File: src/rtl/fetch_pkg.sv
// Shared types and constants for the instruction-fetch sequencer.
package fetch_pkg;

  typedef enum logic [1:0] {
    BOOT  = 2'd0,
    RUN   = 2'd1,
    HALT  = 2'd2,
    ERROR = 2'd3
  } fetch_state_t;

  localparam logic [31:0] HALT_INST            = 32'h0000_0000;
  localparam logic [31:0] DEFAULT_RESET_VECTOR = 32'h0000_1000;
  localparam logic [31:0] DEFAULT_PC_STEP      = 32'd4;

endpackage

File: src/rtl/fetch_debug_counters.sv
// Debug cycle counter and last-accepted-instruction capture for the fetch stage.
// Only present when FETCH_SEQ_DEBUG_EN is defined.
`ifdef FETCH_SEQ_DEBUG_EN
module fetch_debug_counters (
  input  logic        clk,
  input  logic        rst,
  input  logic        count_en,
  input  logic        accept,
  input  logic [31:0] pc,
  input  logic [31:0] inst,
  output logic [31:0] system_counter,
  output logic [31:0] last_pc,
  output logic [31:0] last_inst
);

  always_ff @(posedge clk) begin
    if (rst) begin
      system_counter <= '0;
      last_pc        <= '0;
      last_inst      <= '0;
    end else begin
      if (count_en) system_counter <= system_counter + 32'd1;
      if (accept) begin
        last_pc   <= pc;
        last_inst <= inst;
      end
    end
  end

endmodule
`endif

File: src/rtl/fetch_sequencer.sv
// PC owner and fetch-stage sequencer (BOOT/RUN/HALT/ERROR).
// Optional debug counters are built when FETCH_SEQ_DEBUG_EN is defined.
module fetch_sequencer
  import fetch_pkg::*;
#(
  parameter logic [31:0] RESET_VECTOR = DEFAULT_RESET_VECTOR,
  parameter logic [31:0] PC_STEP      = DEFAULT_PC_STEP
) (
  input  logic        clk,
  input  logic        rst,
  input  logic        stall,
  input  logic        redirect_valid,
  input  logic [31:0] redirect_pc,
  input  logic [31:0] inst,
  input  logic        mem_err,
  output logic [31:0] pc,
  output logic        if_valid,
  output logic        flush,
  output logic        halt,
  output logic        err,
  output logic [31:0] system_counter,
  output logic [31:0] last_pc,
  output logic [31:0] last_inst
);

  fetch_state_t state, state_next;
  logic [31:0]  pc_next;

  always_ff @(posedge clk) begin
    if (rst) begin
      state <= BOOT;
      pc    <= RESET_VECTOR;
    end else begin
      state <= state_next;
      pc    <= pc_next;
    end
  end

  // Priority: memory error, misaligned redirect, redirect, halt, stall, step.
  always_comb begin
    state_next = state;
    pc_next    = pc;
    flush      = 1'b0;
    case (state)
      BOOT: state_next = RUN;
      RUN: begin
        if (mem_err) begin
          state_next = ERROR;
        end else if (redirect_valid && (redirect_pc[1:0] != 2'b00)) begin
          state_next = ERROR;
        end else if (redirect_valid) begin
          flush   = 1'b1;
          pc_next = redirect_pc;
        end else if ((inst == HALT_INST) && !stall) begin
          state_next = HALT;
        end else if (!stall) begin
          pc_next = pc + PC_STEP;
        end
      end
      default: ;
    endcase
  end

  assign if_valid = (state == RUN);
  assign halt     = (state == HALT) || (state == ERROR);
  assign err      = (state == ERROR);

`ifdef FETCH_SEQ_DEBUG_EN
  logic accept;
  logic count_en;

  assign accept   = if_valid & ~stall & ~flush & ~mem_err;
  assign count_en = (state == BOOT) || (state == RUN);

  fetch_debug_counters u_debug (
    .clk            (clk),
    .rst            (rst),
    .count_en       (count_en),
    .accept         (accept),
    .pc             (pc),
    .inst           (inst),
    .system_counter (system_counter),
    .last_pc        (last_pc),
    .last_inst      (last_inst)
  );
`else
  assign system_counter = '0;
  assign last_pc        = '0;
  assign last_inst      = '0;
`endif

endmodule

File: config.mk
export PLATFORM = sky130hd
export DESIGN_NAME = fetch_sequencer
export DESIGN_NICKNAME = d
export VERILOG_FILES = /design/src/rtl/fetch_pkg.sv /design/src/rtl/fetch_debug_counters.sv /design/src/rtl/fetch_sequencer.sv
export SDC_FILE = /design/constraint.sdc
export NUM_CORES = 1
export LEC_CHECK = 0
export CAP_MARGIN = 10
export CORE_ASPECT_RATIO = 0.7
export CORE_MARGIN = 2
export CORE_UTILIZATION = 40
export CTS_BUF_LIST = sky130_fd_sc_hd__clkbuf_16
export CTS_CLUSTER_SIZE = 40
export DETAILED_ROUTE_END_ITERATION = 6
export PLACE_DENSITY = 0.95
export SKIP_LAST_GASP = 1
export SLEW_MARGIN = 20
export SYNTH_ARGS = -nofsm -noshare
export SYNTH_HDL_FRONTEND = slang
export SYNTH_SLANG_ARGS = --single-unit
export TNS_END_PERCENT = 100
File: constraint.sdc
create_clock -name clk -period 6.5 [get_ports clk]
set_input_delay 1.95 -clock clk [delete_from_list [all_inputs] [get_ports clk]]
set_output_delay 1.95 -clock clk [all_outputs]
set_load 0.03 [all_outputs]
==> results of run 1 <==
cells by family (layout without fill, tap and decap cells):
kind of cell               Yosys count  after routing  share of synthesized area
and+or+nand+nor                    138            138                      0.245
adders and majority gates            1              1                    0.00410
buffers and inverters              128            123                      0.278
muxes                                1              1                    0.00369
AOI/OAI and AO/OA                   98             98                      0.245
DFF                                 34             34                      0.223
other                                1             96                    0.00123
through the flow:
step | power, mW | setup slack, ns | cells | area [µm²]
after global placement | 0.411 | 1.24 | 583 | 3790
after CTS | 0.634 | 1.16 | 589 | 3920
after floorplan | 0.393 | 1.85 | 496 | 3400
after detailed placement | 0.414 | 1.14 | 583 | 3790
after global routing | 0.659 | 0.971 | 589 | 3920
final | 0.635 | 1.12 | 589 | 3920
per-layer routing:
metal  part of all wire  global-route usage
met1               0.43               0.309
met2               0.46               0.321
met3              0.093              0.0468
met4              0.020              0.0795
met5                  0                   0
cell usage after synthesis (all sizes together) (2+ instances only):
cell type / count / area share
o221a: 4 / 0.015
and2: 6 / 0.012
a41oi: 2 / 0.0057
clkbuf: 21 / 0.026
o21ai: 2 / 0.0033
nor3: 12 / 0.021
or4: 2 / 0.0049
and4: 6 / 0.017
nand3: 11 / 0.022
buf: 100 / 0.24
a32oi: 3 / 0.0086
nor2: 25 / 0.031
a31oi: 3 / 0.0062
o31a: 9 / 0.026
o22a: 2 / 0.0057
a221oi: 2 / 0.0057
nand2: 37 / 0.046
inv: 6 / 0.0074
o32ai: 19 / 0.055
and3: 7 / 0.014
a21oi: 23 / 0.038
nor4: 13 / 0.037
dfxtp: 34 / 0.22
nand4: 13 / 0.027
a22oi: 16 / 0.039
nor2b: 3 / 0.0062
cells in the final DEF (no fill, tap or decap), drive strengths merged, types with 2 or more instances in the layout:
master	count
o221a	4
clkbuf	5
clkdlybuf4s50	102
nor2b	3
nand3	11
o32ai	19
a32oi	3
a41oi	2
nand2	37
a31oi	3
o21ai	2
clkinv	2
o31a	9
buf	8
nor3	12
and2	6
a22oi	16
or4	2
and3	7
nand4	13
a221oi	2
nor4	13
o22a	2
and4	6
inv	6
conb	96
dfxtp	34
nor2	25
a21oi	23
worst max-delay path by stage:
| stage | start | to | depth (start not counted) |
|---|---|---|---|
| after global placement | mem_err | flush | 5 |
| after floorplan | mem_err | flush | 3 |
| final | mem_err | flush | 5 |
| after global routing | mem_err | flush | 5 |
| after CTS | mem_err | flush | 5 |
| after detailed placement | mem_err | flush | 5 |
layout make-up:
| type | count | area (µm²) |
|---|---|---|
| Timing Repair Buffer | 110 | 1080 |
| Clock buffer | 5 | 125 |
| Tap cell | 98 | 123 |
| Inverter | 7 | 26.3 |
| Multi-Input combinational cell | 334 | 1880 |
| Fill cell | 698 | 3430 |
| Clock inverter | 1 | 3.75 |
| Sequential cell | 34 | 681 |
power groups by stage:
| stage | clock network, mW | logic, mW | registers [mW] |
|---|---|---|---|
| detailed placement | 0 | 0.188 | 0.226 |
| finish | 0.221 | 0.192 | 0.222 |
| global route | 0.234 | 0.202 | 0.223 |
| CTS | 0.222 | 0.189 | 0.222 |
| global placement | 0 | 0.185 | 0.225 |
| floorplan | 0 | 0.162 | 0.232 |
flip-flops by register name (all words and copies together) (netlist names):
signal,cells
state,2
pc,32
==> key figures, run 1 <==
Status
  • Status: finished clean

Global route
  • Largest net degree at the start of global routing: 66
  • Antenna violations before repair: 0
  • First-pass GRT wire length: 14,500 µm
  • Total GRT Usage: 0.218
  • Vias in the first global route: between 2,000 and 3,000
  • GRT Residual Overflow: 0

STA
  • RSZ-0062 raised after global routing: false
  • Final TNS setup: 0 ns
  • Setup-failing EPs final: 0
  • Pins over their slew limit: 0
  • Crit share post-route: 0.827
  • Relative slew slack: 0.357
  • Crit path time final: 5.38 ns
  • Clock skew: 0.00392 ns
  • Final hold slack: roughly 0.48 ns
  • FMAX: 186 MHz
  • Worst slew pin tran: 0.963 ns
  • Final hold vios: 0

Critical path
  • Critical Path, Cell by Cell: clkdlybuf4s50_1, nor3b_1, nand3_1, clkinv_1, buf_4
  • Critical path fanouts, max: 8
  • WP data required: 4.55 ns
  • Buf/Inv on CP: 3
  • Worst Path Arrival: 3.43 ns
  • Flop2flop setup slack: 4.14 ns
  • Top delay family on crit path: buffers and inverters
  • Crit Path Class: input pin to output port
  • CP peak stage delay: 0.43 ns
  • Max stage delay cell, worst path: nor3b_1
  • R2R Path Start: pc[2]
  • CP Capture Type: output port
  • Reg2reg end: pc[30]
  • Reg2Reg Depth: 6
  • Worst setup SP type: input pin

Floorplan
  • Width of the chip: 108 µm
  • Row count: 26
  • Core area: ~7400 µm²
  • Die ar.: 8350 µm²
  • I/O Pins: 201
  • Die Y: 77.0 µm
  • Initial cell density of the core: 0.415

Power and ir drop
  • Max VDD drop: 0.0840 mV
  • Pleak: 1.50 nW
  • Reg power frac: 0.349
  • NetSw: 223 µW
  • Comb power frac: 0.302
  • Clock Power Share: 0.349
  • Int Power: 413 µW
  • Sw Share: 0.350
  • Cell Pwr Density: around 160 nW/µm²

Route
  • Final WL: around 9600 µm
  • ANT nets after route: 0
  • Routed length per instance: approximately 16 µm
  • Vias per inst: approximately 5.4
  • Vias: 3,174
  • Residual DRC: 0
  • DR iter-0 viols: 283
  • Drt pass-1 iters: 6

Synthesis
  • Gate Count Post-Synth: 401
  • Mapped Area: 3050 µm²
  • Number of enable flip-flop cells after synthesis: 0
  • #FFs+latches synth: 34
  • Distinct cells, synth: 50
  • Predominant post-synthesis flop cell: dfxtp_1
  • Synth warn: 0
  • Synth async-reset ratio: 0
  • Mean post-synth cell area: 7.60 µm²
  • Seq/Total Area, Yosys: 0.223

Clock network
  • CTS resizes: 0
  • Post-CTS Hold Buffers: 0
  • CTS root buffer: clkbuf_16
  • Worst skew pair latency: about 0.28 ns
  • CTS tree: built
  • Total clock sinks: 34
  • # Post-CTS Setup Buffers: 0
  • Total CTS buffers: 5
  • Worst-path clk slew: roughly 0.050 ns
  • CTS H-tree depth: 2
  • Deepest clock path buffer count: 2

Hold path
  • Worst min-delay path class: flip-flop to flip-flop
  • Hold_sp: pc[0]
  • Hold path endpoint: pc[0]
  • Hold Path Cell Cnt: 1

Final layout
  • Synthesis-to-finish area growth: 28.7%
  • Share of cells above drive strength 1: 0.0509
  • Final Util: 0.533
  • Final nets: 562
  • Diode count: 0

Placement
  • GP Congestion: 0.885
  • Post-DP HPWL: roughly 7000 µm
  • I/O Buffers: ~100

Run
  • Max-cap viol count: 0
No activity file was read; power rests on OpenSTA's default activity.
==> run 2: changes to the inputs <==
Settings changed: CORE_UTILIZATION 40 to 37, PLACE_DENSITY 0.95 to 0.91.
Clock period 6.5 ns to 5.5 ns, I/O delays scaled along.
==> run 2 against run 1 <==
Sequential share of layout area fell by 0.055 points. Final cell count rose by 0.85%. Critical endpoint unchanged. Core utilization shrank 3.8 points. Clock skew grew 0.0030 ns. Worst hold slack gained 0.0011 ns. Largest cell class unchanged. Sequential power rose by 18%. Setup slack worse by 0.48 ns. Register-to-register slack worse by 1.1 ns. Critical path type unchanged. Non-clock buffer count stayed put. Critical path depth is the same. Clock-buffer cell count unchanged.
==> key figures, run 2 (synthesis gave the netlist of run 1 again) <==
Route
  • Drt pass-1 iters: 5 (was 6)
  • Residual DRC: 0 (unchanged)
  • DR iter-0 viols: 297 (was 283)
  • Vias: 3,203 (was 3,174)
  • ANT nets after route: 0 (unchanged)
  • Routed length per instance: 16.3 µm (about the same)
  • Final WL: 9660 µm (was 9580 µm)
  • Vias per inst: 5.39 (about the same)

Critical path
  • Worst setup SP type: input pin (unchanged)
  • CP Capture Type: output port (unchanged)
  • WP data required: 3.85 ns (was 4.55 ns)
  • Flop2flop setup slack: 3.00 ns (was 4.14 ns)
  • Critical path fanouts, max: 8 (unchanged)
  • Worst Path Arrival: 3.20 ns (was 3.43 ns)
  • Crit Path Class: input pin to output port (unchanged)

Floorplan
  • Row count: 27 (was 26)
  • Die Y: 79.9 µm (was 77.0 µm)
  • Die ar.: 8990 µm² (was 8350 µm²)
  • Initial cell density of the core: 0.384 (was 0.415)
  • I/O Pins: 201 (unchanged)
  • Width of the chip: 112 µm (was 108 µm)
  • Core area: 7940 µm² (was 7350 µm²)

Clock network
  • Total CTS buffers: 5 (unchanged)
  • Worst skew pair latency: 0.29 ns (was 0.28 ns)
  • CTS root buffer: clkbuf_16 (unchanged)
  • Deepest clock path buffer count: 2 (unchanged)
  • CTS H-tree depth: 2 (unchanged)
  • # Post-CTS Setup Buffers: 0 (unchanged)
  • CTS tree: built (unchanged)
  • Total clock sinks: 34 (unchanged)
  • CTS resizes: 0 (unchanged)
  • Worst-path clk slew: 0.06 ns (was 0.05 ns)
  • Post-CTS Hold Buffers: 0 (unchanged)

Final layout
  • Final Util: 0.496 (was 0.533)
  • Largest regs: pc: 32 flops, state: 2 flops (unchanged)
  • Share of cells above drive strength 1: 0.0527 (was 0.0509)
  • Largest register FFs: 32 (unchanged)
  • Most common cell after layout, fill and taps aside: clkdlybuf4s50_1 (unchanged)
  • Diode count: 0 (unchanged)
  • Largest Register: pc (unchanged)
  • Synthesis-to-finish area growth: 29.1% (was 28.7%)
  • Final nets: 562 (unchanged)
  • Filler cells: 755 (was 698)
  • Most frequent cells in the layout: clkdlybuf4s50_1, conb_1, nand2_1 (unchanged)

STA
  • Final WS setup: 0.646 ns (was 1.12 ns)
  • FMAX: slightly above 200 MHz
  • Worst slew pin tran: 0.952 ns (was 0.963 ns)
  • Pins over their slew limit: 0 (unchanged)
  • Crit share post-route: 0.882
  • Clock skew: 0.00692 ns (was 0.00392 ns)
  • Relative slew slack: 0.365 (was 0.357)
  • Setup-failing EPs final: 0 (unchanged)
  • Crit path time final: 4.85 ns
  • Final hold vios: 0 (unchanged)
  • Final TNS setup: 0 ns (unchanged)
  • RSZ-0062 raised after global routing: false (unchanged)

Global route
  • GRT Residual Overflow: 0 (unchanged)
  • Vias in the first global route: 2,826 (was 2,861)
  • Antenna violations before repair: 0 (unchanged)
  • Largest net degree at the start of global routing: 66 (unchanged)
  • Total GRT Usage: 0.202 (was 0.218)
  • First-pass GRT wire length: 14,600 µm (was 14,500 µm)

Hold path
  • Worst min-delay path class: flip-flop to flip-flop (unchanged)

Placement
  • Pre-CTS setup slack: 0.697 ns (was 1.14 ns)
  • Post-DP HPWL: 6950 µm (was 6930 µm)
  • I/O Buffers: 104 (unchanged)
  • GP Congestion: 0.819 (was 0.885)

Power and ir drop
  • Max VDD drop: 0.0980 mV (was 0.0840 mV)
  • Comb power frac: 0.297 (was 0.302)
  • Power consumption: 761 µW (was 635 µW)
  • Reg power frac: 0.345 (was 0.349)
  • Pleak: 1.51 nW (was 1.50 nW)
  • Sw Share: 0.356 (was 0.350)
  • NetSw: 271 µW (was 223 µW)
  • Int Power: 490 µW (was 413 µW)
  • Clock Power Share: 0.359 (was 0.349)
  • Cell Pwr Density: 194 nW/µm² (was 162 nW/µm²)

Status
  • Status: finished clean (unchanged)

Run
  • Max-cap viol count: 0 (unchanged)
[run 2: cell types whose count changed in the layout (fill, tap and decap cells not counted)]
cell and delta:
inv_1 +1, clkinv_2 +1
[run 2: worst paths after layout]
kind / cells past startpoint / start / to
setup reg to reg: 5 / state[0] / pc[2]
hold / removal: 1 / pc[1] / pc[1]
hold reg to reg: 1 / pc[1] / pc[1]
setup / recovery: 5 / mem_err / flush
[run 2: layout make-up]
cell class                      instances  area, µm²  share of cell area
Multi-Input combinational cell        334       1880               0.479
Sequential cell                        34        681               0.173
Inverter                                7       26.3             0.00668
Timing Repair Buffer                  110       1080               0.274
Clock inverter                          3       12.5             0.00318
Tap cell                              101        126              0.0321
Clock buffer                            5        125              0.0318
[run 2: worst max-delay path, cell delays in order]
cell	delay (ns)
clkdlybuf4s50_1	0.43
nor3b_1	0.48
nand3_1	0.18
clkinv_1	0.25
buf_4	0.22
[run 2: power groups by stage]
stage	sequential, mW	clock (mW)	combinational (mW)
4_1_cts	0.262	0.270	0.224
3_3_place_gp	0.267	0	0.220
6_report	0.262	0.273	0.226
5_1_grt	0.263	0.284	0.239
3_5_place_dp	0.267	0	0.222
2_1_floorplan	0.274	0	0.191
[run 2: stage by stage]
step           instance area (µm²)  hold WS, ns  cells
2_1_floorplan                 3400        0.512    496
3_3_place_gp                  3800        0.468    586
3_5_place_dp                  3800        0.468    586
4_1_cts                       3930        0.484    594
5_1_grt                       3930        0.495    594
6_report                      3930        0.486    594
[run 2: metal layers]
layer | vias to the layer above | wire [µm] | GRT usage
li1 | 1481 | - | -
met5 | - | 0 | 0
met3 | 16 | 950 | 0.0524
met2 | 203 | 4480 | 0.320
met4 | 0 | 156 | 0.0598
met1 | 1503 | 4080 | 0.270
